### src/rtl/conv_acc_seq_pkg.sv
// Shared types and acc_ctrl field positions for the conv accumulator tap sequencer.
package conv_acc_seq_pkg;

   typedef enum logic [2:0] {
      S_IDLE,
      S_LEAD,
      S_RUN,
      S_WB,
      S_DRAIN,
      S_DONE
   } seq_state_t;

   localparam int CTRL_FIRST     = 0;
   localparam int CTRL_LAST      = 1;
   localparam int CTRL_SHIFT_LSB = 2;
   localparam int CTRL_SHIFT_W   = 3;
   localparam int CTRL_TAG_LSB   = 5;
   localparam int CTRL_TAG_W     = 14;
   localparam int SIZE_W         = 10;
   localparam int CNT_W          = 11;

endpackage

### src/rtl/seq_beat_cnt.sv
// Saturating 11-bit event counter with synchronous clear and a terminal-value compare.
module seq_beat_cnt
   import conv_acc_seq_pkg::*;
(
   input  logic             clk,
   input  logic             rst,
   input  logic             clr,
   input  logic             inc,
   input  logic [CNT_W-1:0] lim,
   output logic             at_lim
);

   logic [CNT_W-1:0] cnt;

   // Holding at the limit keeps at_lim asserted so overruns are visible.
   always_ff @(posedge clk) begin
      if (rst || clr)
         cnt <= '0;
      else if (inc && !at_lim)
         cnt <= cnt + CNT_W'(1);
   end

   assign at_lim = (cnt == lim);

endmodule

### src/rtl/conv_acc_seq.sv
// Tap sequencer: runs one output-tile job as one accumulator pass per kernel tap.
module conv_acc_seq
   import conv_acc_seq_pkg::*;
#(
   parameter int AW   = 10,
   parameter int TW   = 4,
   parameter int CW1  = 28,
   parameter int LEAD = 2
) (
   input  logic              clk,
   input  logic              rst,
   input  logic              cfg_valid,
   output logic              cfg_ready,
   input  logic [AW-1:0]     cfg_base,
   input  logic [SIZE_W-1:0] cfg_size,
   input  logic [TW-1:0]     cfg_ntap,
   input  logic [2:0]        cfg_shift,
   input  logic [13:0]       cfg_tag,
   output logic              acc_start,
   output logic [AW-1:0]     acc_base,
   output logic [SIZE_W-1:0] acc_size,
   output logic [CW1-1:0]    acc_ctrl,
   output logic              feed_en,
   input  logic              beat_fire,
   input  logic              wb_valid,
   input  logic              out_valid,
   output logic [TW-1:0]     tap_idx,
   output logic              busy,
   output logic              done,
   output logic              err
);

   localparam int LCW = $clog2(LEAD + 1);

   seq_state_t        state, state_nxt;
   logic [AW-1:0]     base_q;
   logic [SIZE_W-1:0] size_q;
   logic [TW-1:0]     ntap_q, tap_q;
   logic [CW1-1:0]    ctrl_q;
   logic [LCW-1:0]    lead_q;
   logic              err_q;

   logic              accept, wb_exit, cnt_clr, cnt_st, wb_st, err_now;
   logic              beat_hit, wb_hit, out_hit;
   logic [CNT_W-1:0]  lim_beat, lim_pass;

   assign lim_beat = {1'b0, size_q};
   assign lim_pass = {1'b0, size_q} + CNT_W'(1);
   assign accept   = (state == S_IDLE) && cfg_valid;
   assign cnt_clr  = accept || wb_exit;
   assign cnt_st   = state inside {S_LEAD, S_RUN, S_WB, S_DRAIN};
   assign wb_st    = state inside {S_LEAD, S_RUN, S_WB};

   seq_beat_cnt u_beat_cnt (.clk(clk), .rst(rst), .clr(cnt_clr),
                            .inc(beat_fire && state == S_RUN), .lim(lim_beat), .at_lim(beat_hit));
   seq_beat_cnt u_wb_cnt   (.clk(clk), .rst(rst), .clr(cnt_clr),
                            .inc(wb_valid && cnt_st), .lim(lim_pass), .at_lim(wb_hit));
   seq_beat_cnt u_out_cnt  (.clk(clk), .rst(rst), .clr(cnt_clr),
                            .inc(out_valid && cnt_st), .lim(lim_pass), .at_lim(out_hit));

   // Protocol checks only flag; they never steer the FSM.
   assign err_now = (beat_fire && state != S_RUN)
                  | (wb_valid && (!wb_st || wb_hit))
                  | (out_valid && (!ctrl_q[CTRL_LAST] || out_hit));

   always_comb begin
      state_nxt = state;
      cfg_ready = 1'b0;
      acc_start = 1'b0;
      feed_en   = 1'b0;
      done      = 1'b0;
      wb_exit   = 1'b0;
      case (state)
         S_IDLE: begin
            cfg_ready = 1'b1;
            if (cfg_valid) state_nxt = S_LEAD;
         end
         S_LEAD: begin
            acc_start = (lead_q == '0);
            if (lead_q == LCW'(LEAD - 1)) state_nxt = S_RUN;
         end
         S_RUN: begin
            feed_en = 1'b1;
            if (beat_fire && beat_hit) state_nxt = (tap_q < ntap_q) ? S_WB : S_DRAIN;
         end
         S_WB: begin
            if (wb_hit) begin
               wb_exit   = 1'b1;
               state_nxt = S_LEAD;
            end
         end
         S_DRAIN: begin
            if (out_hit) state_nxt = S_DONE;
         end
         S_DONE: begin
            done      = 1'b1;
            state_nxt = S_IDLE;
         end
         default: state_nxt = S_IDLE;
      endcase
   end

   always_ff @(posedge clk) begin
      if (rst) begin
         state  <= S_IDLE;
         base_q <= '0;
         size_q <= '0;
         ntap_q <= '0;
         tap_q  <= '0;
         ctrl_q <= '0;
         lead_q <= '0;
         err_q  <= 1'b0;
      end else begin
         state  <= state_nxt;
         lead_q <= (state == S_LEAD) ? lead_q + LCW'(1) : '0;
         err_q  <= (err_q & ~accept) | err_now;
         if (accept) begin
            base_q <= cfg_base;
            size_q <= cfg_size;
            ntap_q <= cfg_ntap;
            tap_q  <= '0;
            ctrl_q <= '0;
            ctrl_q[CTRL_FIRST] <= 1'b1;
            ctrl_q[CTRL_LAST]  <= (cfg_ntap == '0);
            ctrl_q[CTRL_SHIFT_LSB +: CTRL_SHIFT_W] <= cfg_shift;
            ctrl_q[CTRL_TAG_LSB +: CTRL_TAG_W]     <= cfg_tag;
         end else if (wb_exit) begin
            tap_q <= tap_q + TW'(1);
            ctrl_q[CTRL_FIRST] <= 1'b0;
            ctrl_q[CTRL_LAST]  <= (tap_q + TW'(1) == ntap_q);
         end
      end
   end

   assign acc_base = base_q;
   assign acc_size = size_q;
   assign acc_ctrl = ctrl_q;
   assign tap_idx  = tap_q;
   assign busy     = (state != S_IDLE);
   assign err      = err_q;

endmodule

### config.mk
export PLATFORM = sky130hd
export DESIGN_NAME = conv_acc_seq
export DESIGN_NICKNAME = d
export VERILOG_FILES = /design/src/rtl/conv_acc_seq_pkg.sv /design/src/rtl/seq_beat_cnt.sv /design/src/rtl/conv_acc_seq.sv
export SDC_FILE = /design/constraint.sdc
export NUM_CORES = 1
export LEC_CHECK = 0
export BUFFER_PORTS_ARGS = -buffer_cell sky130_fd_sc_hd__buf_4
export CORE_ASPECT_RATIO = 0.6
export CORE_MARGIN = 2
export CORE_UTILIZATION = 54
export DETAILED_ROUTE_END_ITERATION = 16
export GPL_ROUTABILITY_DRIVEN = 0
export HOLD_SLACK_MARGIN = 0.02
export PLACE_DENSITY = 0.8
export SYNTH_ARGS = -nofsm -noshare
export SYNTH_HDL_FRONTEND = slang
export SYNTH_HIERARCHICAL = 1
export SYNTH_SLANG_ARGS = --single-unit
### constraint.sdc
create_clock -name clk -period 3.9 [get_ports clk]
set_clock_uncertainty 0.2 [all_clocks]
set_input_delay 0.78 -clock clk [delete_from_list [all_inputs] [get_ports clk]]
set_output_delay 0.78 -clock clk [all_outputs]
set_load 0.005 [all_outputs]
* Word level (Yosys, flattened, before mapping)
Cells that the tools add are included.
** Word-level totals
- Bits in registers :: 86
- Bits of input ports :: 47
- Output and inout port bits :: 58
** Cells by class
- Mux-type cells :: 15
- Equality and inequality tests :: 16
- $add $sub $neg :: 6
- Reductions and logical operators :: 30
- Bitwise logic cells :: 6
- Magnitude comparators :: 1
** Operators with widths (number)
- $add A11 B1 Y11 const B :: 3
- $eq A11 B11 Y1 :: 2
- $mux W3 :: 6
- $pmux W3 S5 :: 1
- $add A10 B1 Y11 const B :: 1
- $eq A11 B10 Y1 :: 1
- $logic_and A1 B1 Y1 :: 11
- $eq A3 B2 Y1 const B :: 2
- $eq A3 B3 Y1 const B :: 2
- $mux W1 :: 6
- $ne A2 B2 Y1 const B :: 3
- $reduce_bool A3 Y1 :: 2
- $logic_not A1 Y1 :: 5
- $reduce_and A5 Y1 :: 1
- $add A4 B1 Y4 const B :: 1
- $eq A4 B4 Y1 :: 1
- $logic_not A4 Y1 :: 1
- $logic_or A1 B1 Y1 :: 4
- $lt A4 B4 Y1 :: 1
- $mux W2 :: 2
- $ne A2 B1 Y1 const B :: 2
- $reduce_bool A4 Y1 :: 1
- $reduce_or A2 Y1 :: 2
- $eq A3 B1 Y1 const B :: 1
- 9 further kinds :: 12

* Longest topological paths before layout
- Word-level depth :: 8
- Mapped depth :: 12
- Depth with buffers taken out :: 12

* By module
The synthesis kept the hierarchy.
** Modules (own cells, without submodules)
- conv_acc_seq :: instances 1, area an instance 2468.6 µm², cells each 315, sequential area each 1061.0 µm²
- seq_beat_cnt :: instances 3, area an instance 633.1 µm², cells each 76, sequential area each 220.2 µm²

* Least setup slack after synthesis
OpenSTA, ideal clock, no wires.
- Kind :: flip-flop to flip-flop
- From :: register size_q[4] (netlist: acc_size[4])
- To :: register u_beat_cnt.cnt[0]
- Buffers on the path :: 1
- Setup slack :: 1007 ps
- Arrival :: 2566 ps
- Required time :: 3572 ps
- Stages on the path, launching flop included :: 13
- Cells stage by stage :: dfxtp_1 nand4_1 nor2_1 nand3_1 xnor2_1 xor2_1 nor4_1 and3_1 nand4b_2 nand2_1 or2_2 buf_1 nor2_1
** Between the ends
- Cells in the longest elaborated chain, start to end :: 6
** RTL lines
- start: declaration :: RTL line conv_acc_seq.sv:37 : logic [SIZE_W-1:0] size_q;
- start signal: assignment :: RTL line conv_acc_seq.sv:119 : size_q <= cfg_size;
- $add A10 B1 Y11 :: RTL line conv_acc_seq.sv:48 : assign lim_pass = {1'b0, size_q} + CNT_W'(1);
- via lim_pass[8] :: RTL line conv_acc_seq.sv:45 : logic [CNT_W-1:0] lim_beat, lim_pass;
- $eq A11 B11 Y1 :: RTL line seq_beat_cnt.sv:23 : assign at_lim = (cnt == lim);
- via wb_hit :: RTL line conv_acc_seq.sv:44 : logic beat_hit, wb_hit, out_hit;
- $mux W1 :: RTL line conv_acc_seq.sv:87 : if (wb_hit) begin
- $mux W1 :: RTL line conv_acc_seq.sv:73 : case (state)
- $logic_or A1 B1 Y1 :: RTL line conv_acc_seq.sv:50 : assign cnt_clr = accept || wb_exit;
- via cnt_clr :: RTL line conv_acc_seq.sv:43 : logic accept, wb_exit, cnt_clr, cnt_st, wb_st, err_now;
- $logic_or A1 B1 Y1 :: RTL line seq_beat_cnt.sv:17 : if (rst || clr)
- end signal: assignment :: RTL line seq_beat_cnt.sv:20 : cnt <= cnt + CNT_W'(1);
- end: declaration :: RTL line seq_beat_cnt.sv:13 : logic [CNT_W-1:0] cnt;
The timed path passes the listed nets, and every way through them passes these cells.
A chain may end at the register's enable or synchronous reset.

* Worst setup path after layout
- From :: register size_q[3] (netlist: acc_size[3])
- To :: register u_out_cnt.cnt[2]
** Between the ends
- Cells in the longest elaborated chain, start to end :: 6
** RTL lines (RTL line)
- $add A10 B1 Y11 :: conv_acc_seq.sv:48
- via lim_pass[9] :: conv_acc_seq.sv:45
- $eq A11 B11 Y1 :: seq_beat_cnt.sv:23
- via wb_hit :: conv_acc_seq.sv:44
- $mux W1 :: conv_acc_seq.sv:87
- $mux W1 :: conv_acc_seq.sv:73
- $logic_or A1 B1 Y1 :: conv_acc_seq.sv:50
- via cnt_clr :: conv_acc_seq.sv:43
- $logic_or A1 B1 Y1 :: seq_beat_cnt.sv:17
- end signal: assignment :: seq_beat_cnt.sv:20
- end: declaration :: seq_beat_cnt.sv:13
The timed path passes the listed nets, and every way through them passes these cells.

==> impl_results.md <==
* Status: finished, final reports clean
* Worst EP arrival at between 3 and 4 ns
* Worst setup EP type: flip-flop
* Worst-path cell chain: nand4_1 > nor2_1 > nand3_1 > xnor2_1 > xor2_1 > nor4_1 > and3_1 > nand4b_2 > nand2_1 > or2_2 > a21oi_1
* Ant diodes at 0
* CP Max Fanout at 10
* FMAX at between 200 and 300 MHz
* Cts repair resizes at 0
* Initial antenna violation count at 0
* Slack of the critical path at ~0.43 ns
* Worst hold slack at about 0.26 ns
* Clock Latency Late Sink at 0.35 ns
* Syn_area_per_cell at just over 8 um^2
* Area of placed instances at 0.00503 mm^2
* Initial DRC count at roughly 330
* DP HPWL at between 8000 and 9000 um
* Syn Inst Count at 543
* CTS tree: yes
* Final instance area at around 0.0053 mm^2
* Clock-pin slew on the worst setup and hold paths at 0.07 ns
* Final net count at ~700
* Synth Register Bits at 86
* Mapped Area at about 0.0044 mm^2
* EDFF count, synth at 0
* Die width at between 100 and 150 um
* Post-Route WL at between 10000 and 15000 um
* Final period util at between 80% and 90%
* Post-synth ARST share at 0%
* Total CTS buffers at 9
* Clock buffer depth at 2
* Vias per cell at 5.69
* Final hold vios at 0
* CP max-delay cell: dfxtp_1
* Worst min path class: flip-flop to flip-flop
* Share of layout cells above drive strength 1 at between 10% and 20%
* Final Util at about two thirds
* RR Startpoint: acc_size[3]$_SDFFE_PP0P_
* CORE AREA at between 0.007 and 0.008 mm^2
* H-tree depth at 3
* Setup TNS Final at 0 ns
* # IOs at between 100 and 150
* Post-CTS Setup Repair Bufs at 0
* Congestion Overflow GR at 0
* Syn. warnings at 6
* Cts-stage hold buffer count at 0
* Worst Reg-to-Reg Cells at 11
* Worst R2R Setup Slack at 0.43 ns
* Max-slew violation count at 0
* Worst Setup Start Kind: flip-flop
* PwrDens at between 300 and 400 mW/mm^2
* # setup viols final at 0
* Worst EP required at 3.93 ns
* Total GRT Usage at 27.3%
* Die extent in y at about 74 um
* Largest net degree at the start of global routing at slightly below 60
* Die footprint at around 0.009 mm^2
* DRT Pass-1 Iters at 5
* Post-DRT Antenna Nets at 0
* CTS sink cnt at between 80 and 90
* Crit path time final at ~3.5 ns
* Hold path cells at 2
* First-pass GRT wire length at about 19000 um
* Top FF cell, synth: dfxtp_1
* Place WS at roughly 0.57 ns
* Initial Util at a little under three fifths
* Worst VDD drop at about 0.29 mV
* Hold_sp: acc_base[2]$_SDFFE_PP0P_
* CP max stage delay at 0.49 ns
* Slew headroom at 58.0%
* Post-synthesis sequential area ratio at approximately two fifths
* Kind of critical path: flip-flop to flip-flop
* Worst r2r dst: u_out_cnt/cnt[2]$_SDFFE_PP0P_
* Clock root buffer: clkbuf_16
* Synth unique cells at 40
* WL per Instance at roughly 16 um
* Via Count at between 4000 and 5000
* # fillers at approximately 640
* Max-cap violation count at 0
* Worst Hold End: acc_base[2]$_SDFFE_PP0P_
* Pleak at ~2.3 nW
* Port-buffer cells at 95
* RSZ-0062 raised after global routing: no
* Rows at 25
* Vias in the first global route at 3943
* Layout area overhead at 21.9%
* DRC Markers at 0
* Worst Tran Pin Value at 0.630 ns
[final cells by class]
cell class / instances / area, um^2 / area share [%]
sequential: 86 / 1720 / 32.3
multi-input combinational: 409 / 2360 / 44.4
timing repair buffer: 98 / 736 / 13.8
tap: 108 / 135 / 2.54
clock buffer: 11 / 253 / 4.75
inverter: 20 / 75.1 / 1.41
clock inverter: 5 / 41.3 / 0.775
[where the power goes]
part	switching (W)	internal (W)
clock network	0.000373	0.000472
logic	0.000144	0.000122
registers	0.0000347	0.000911
total	0.000552	0.00151
[placed cells by master (no fill, tap or decap), types with 2 or more instances in the layout]
master and count:
nand2_1 103, buf_4 98, dfxtp_1 86, a21oi_1 73, xor2_1 40, nand3_1 24, o21ai_0 21, inv_1 20
nor2_1 16, or3_1 15, xnor2_1 13, or4_1 13, o31ai_1 13, ha_1 11, conb_1 10, nor3_1 9
clkbuf_16 9, nor4_1 8, nand4_1 7, and3_1 7, and2_1 4, a31o_2 3, or2_2 3, a211oi_1 2
and4_1 2, clkbuf_8 2, clkinvlp_4 2, inv_6 2
[cells by family (layout without fill, tap and decap cells)]
group / Yosys count / after routing / share of synthesized area, %
other: 1 / 10 / 0.0859
buffers and inverters: 57 / 134 / 7.22
AO/OA/AOI/OAI: 118 / 118 / 15.2
XOR/XNOR: 53 / 53 / 10.6
AND/OR/NAND/NOR: 216 / 216 / 24.1
adder cells (fa/ha/maj): 11 / 11 / 3.15
flip-flops: 86 / 86 / 39.4
multiplexers: 1 / 1 / 0.229
[sequential cells by signal (all words and copies together) (netlist names)]
signal          cells
state               3
u_out_cnt/cnt      11
err                 1
acc_size           10
acc_base           10
lead_q              2
u_wb_cnt/cnt       11
acc_ctrl           19
ntap_q              4
u_beat_cnt/cnt     11
tap_idx             4
[layer usage]
metal,part of all wire [%],up-vias,track usage [%]
li1,-,2023,-
met1,44,1970,34.6
met2,46,174,45.3
met3,8.4,24,9.01
met4,1.8,0,7.58
met5,0,-,0
[synth_stat cells (2+ instances only)]
| library cell | instances | share of area, % |
|---|---|---|
| nand2_1 | 103 | 8.9 |
| inv_1 | 20 | 1.7 |
| buf_6 | 7 | 1.8 |
| nor4_1 | 8 | 1.1 |
| nand3_1 | 24 | 2.8 |
| nor3_1 | 9 | 1.0 |
| o21ai_0 | 21 | 2.4 |
| dfxtp_1 | 86 | 39 |
| a211oi_1 | 2 | 0.34 |
| o31ai_1 | 13 | 2.2 |
| nor2_1 | 16 | 1.4 |
| ha_1 | 11 | 3.2 |
| and3_1 | 7 | 1.0 |
| clkbuf_1 | 10 | 0.86 |
| or4_1 | 13 | 2.2 |
| xor2_1 | 40 | 8.0 |
| a31o_2 | 3 | 0.60 |
| xnor2_1 | 13 | 2.6 |
| and2_1 | 4 | 0.57 |
| or3_1 | 15 | 2.1 |
| a21oi_1 | 73 | 8.4 |
| buf_2 | 6 | 0.69 |
| or2_2 | 3 | 0.43 |
| buf_1 | 3 | 0.26 |
| nand4_1 | 7 | 1.0 |
| buf_4 | 11 | 1.9 |
| and4_1 | 2 | 0.40 |
[how the worst max path moves through the flow]
| stage | startpoint | to | slack [ns] | cells after the start |
|---|---|---|---|---|
| floorplan | acc_size[4]$_SDFFE_PP0P_ | u_beat_cnt/cnt[0]$_SDFFE_PP0P_ | 1.01 | 12 |
| global placement | acc_size[0]$_SDFFE_PP0P_ | u_beat_cnt/cnt[0]$_SDFFE_PP0P_ | 0.80 | 11 |
| detailed placement | acc_size[3]$_SDFFE_PP0P_ | u_beat_cnt/cnt[7]$_SDFFE_PP0P_ | 0.57 | 11 |
| CTS | acc_size[3]$_SDFFE_PP0P_ | u_out_cnt/cnt[2]$_SDFFE_PP0P_ | 0.55 | 11 |
| global route | acc_size[0]$_SDFFE_PP0P_ | u_beat_cnt/cnt[4]$_SDFFE_PP0P_ | 0.22 | 11 |
| finish | acc_size[3]$_SDFFE_PP0P_ | u_out_cnt/cnt[2]$_SDFFE_PP0P_ | 0.43 | 11 |
[per-stage QoR]
stage / instances / total power (W)
finish: 737 / 0.00206
global route: 737 / 0.00213
CTS: 737 / 0.00206
detailed placement: 721 / 0.00123
global placement: 721 / 0.00122
floorplan: 552 / 0.00112
[critical path: cells and delay by family, from the launching register on]
kind	cells	cell delay (ns)
compound gates	1	0.08
flops	1	0.49
simple gates	8	2.12
xor+xnor	2	0.45
Power figures use the tool's default switching activity.
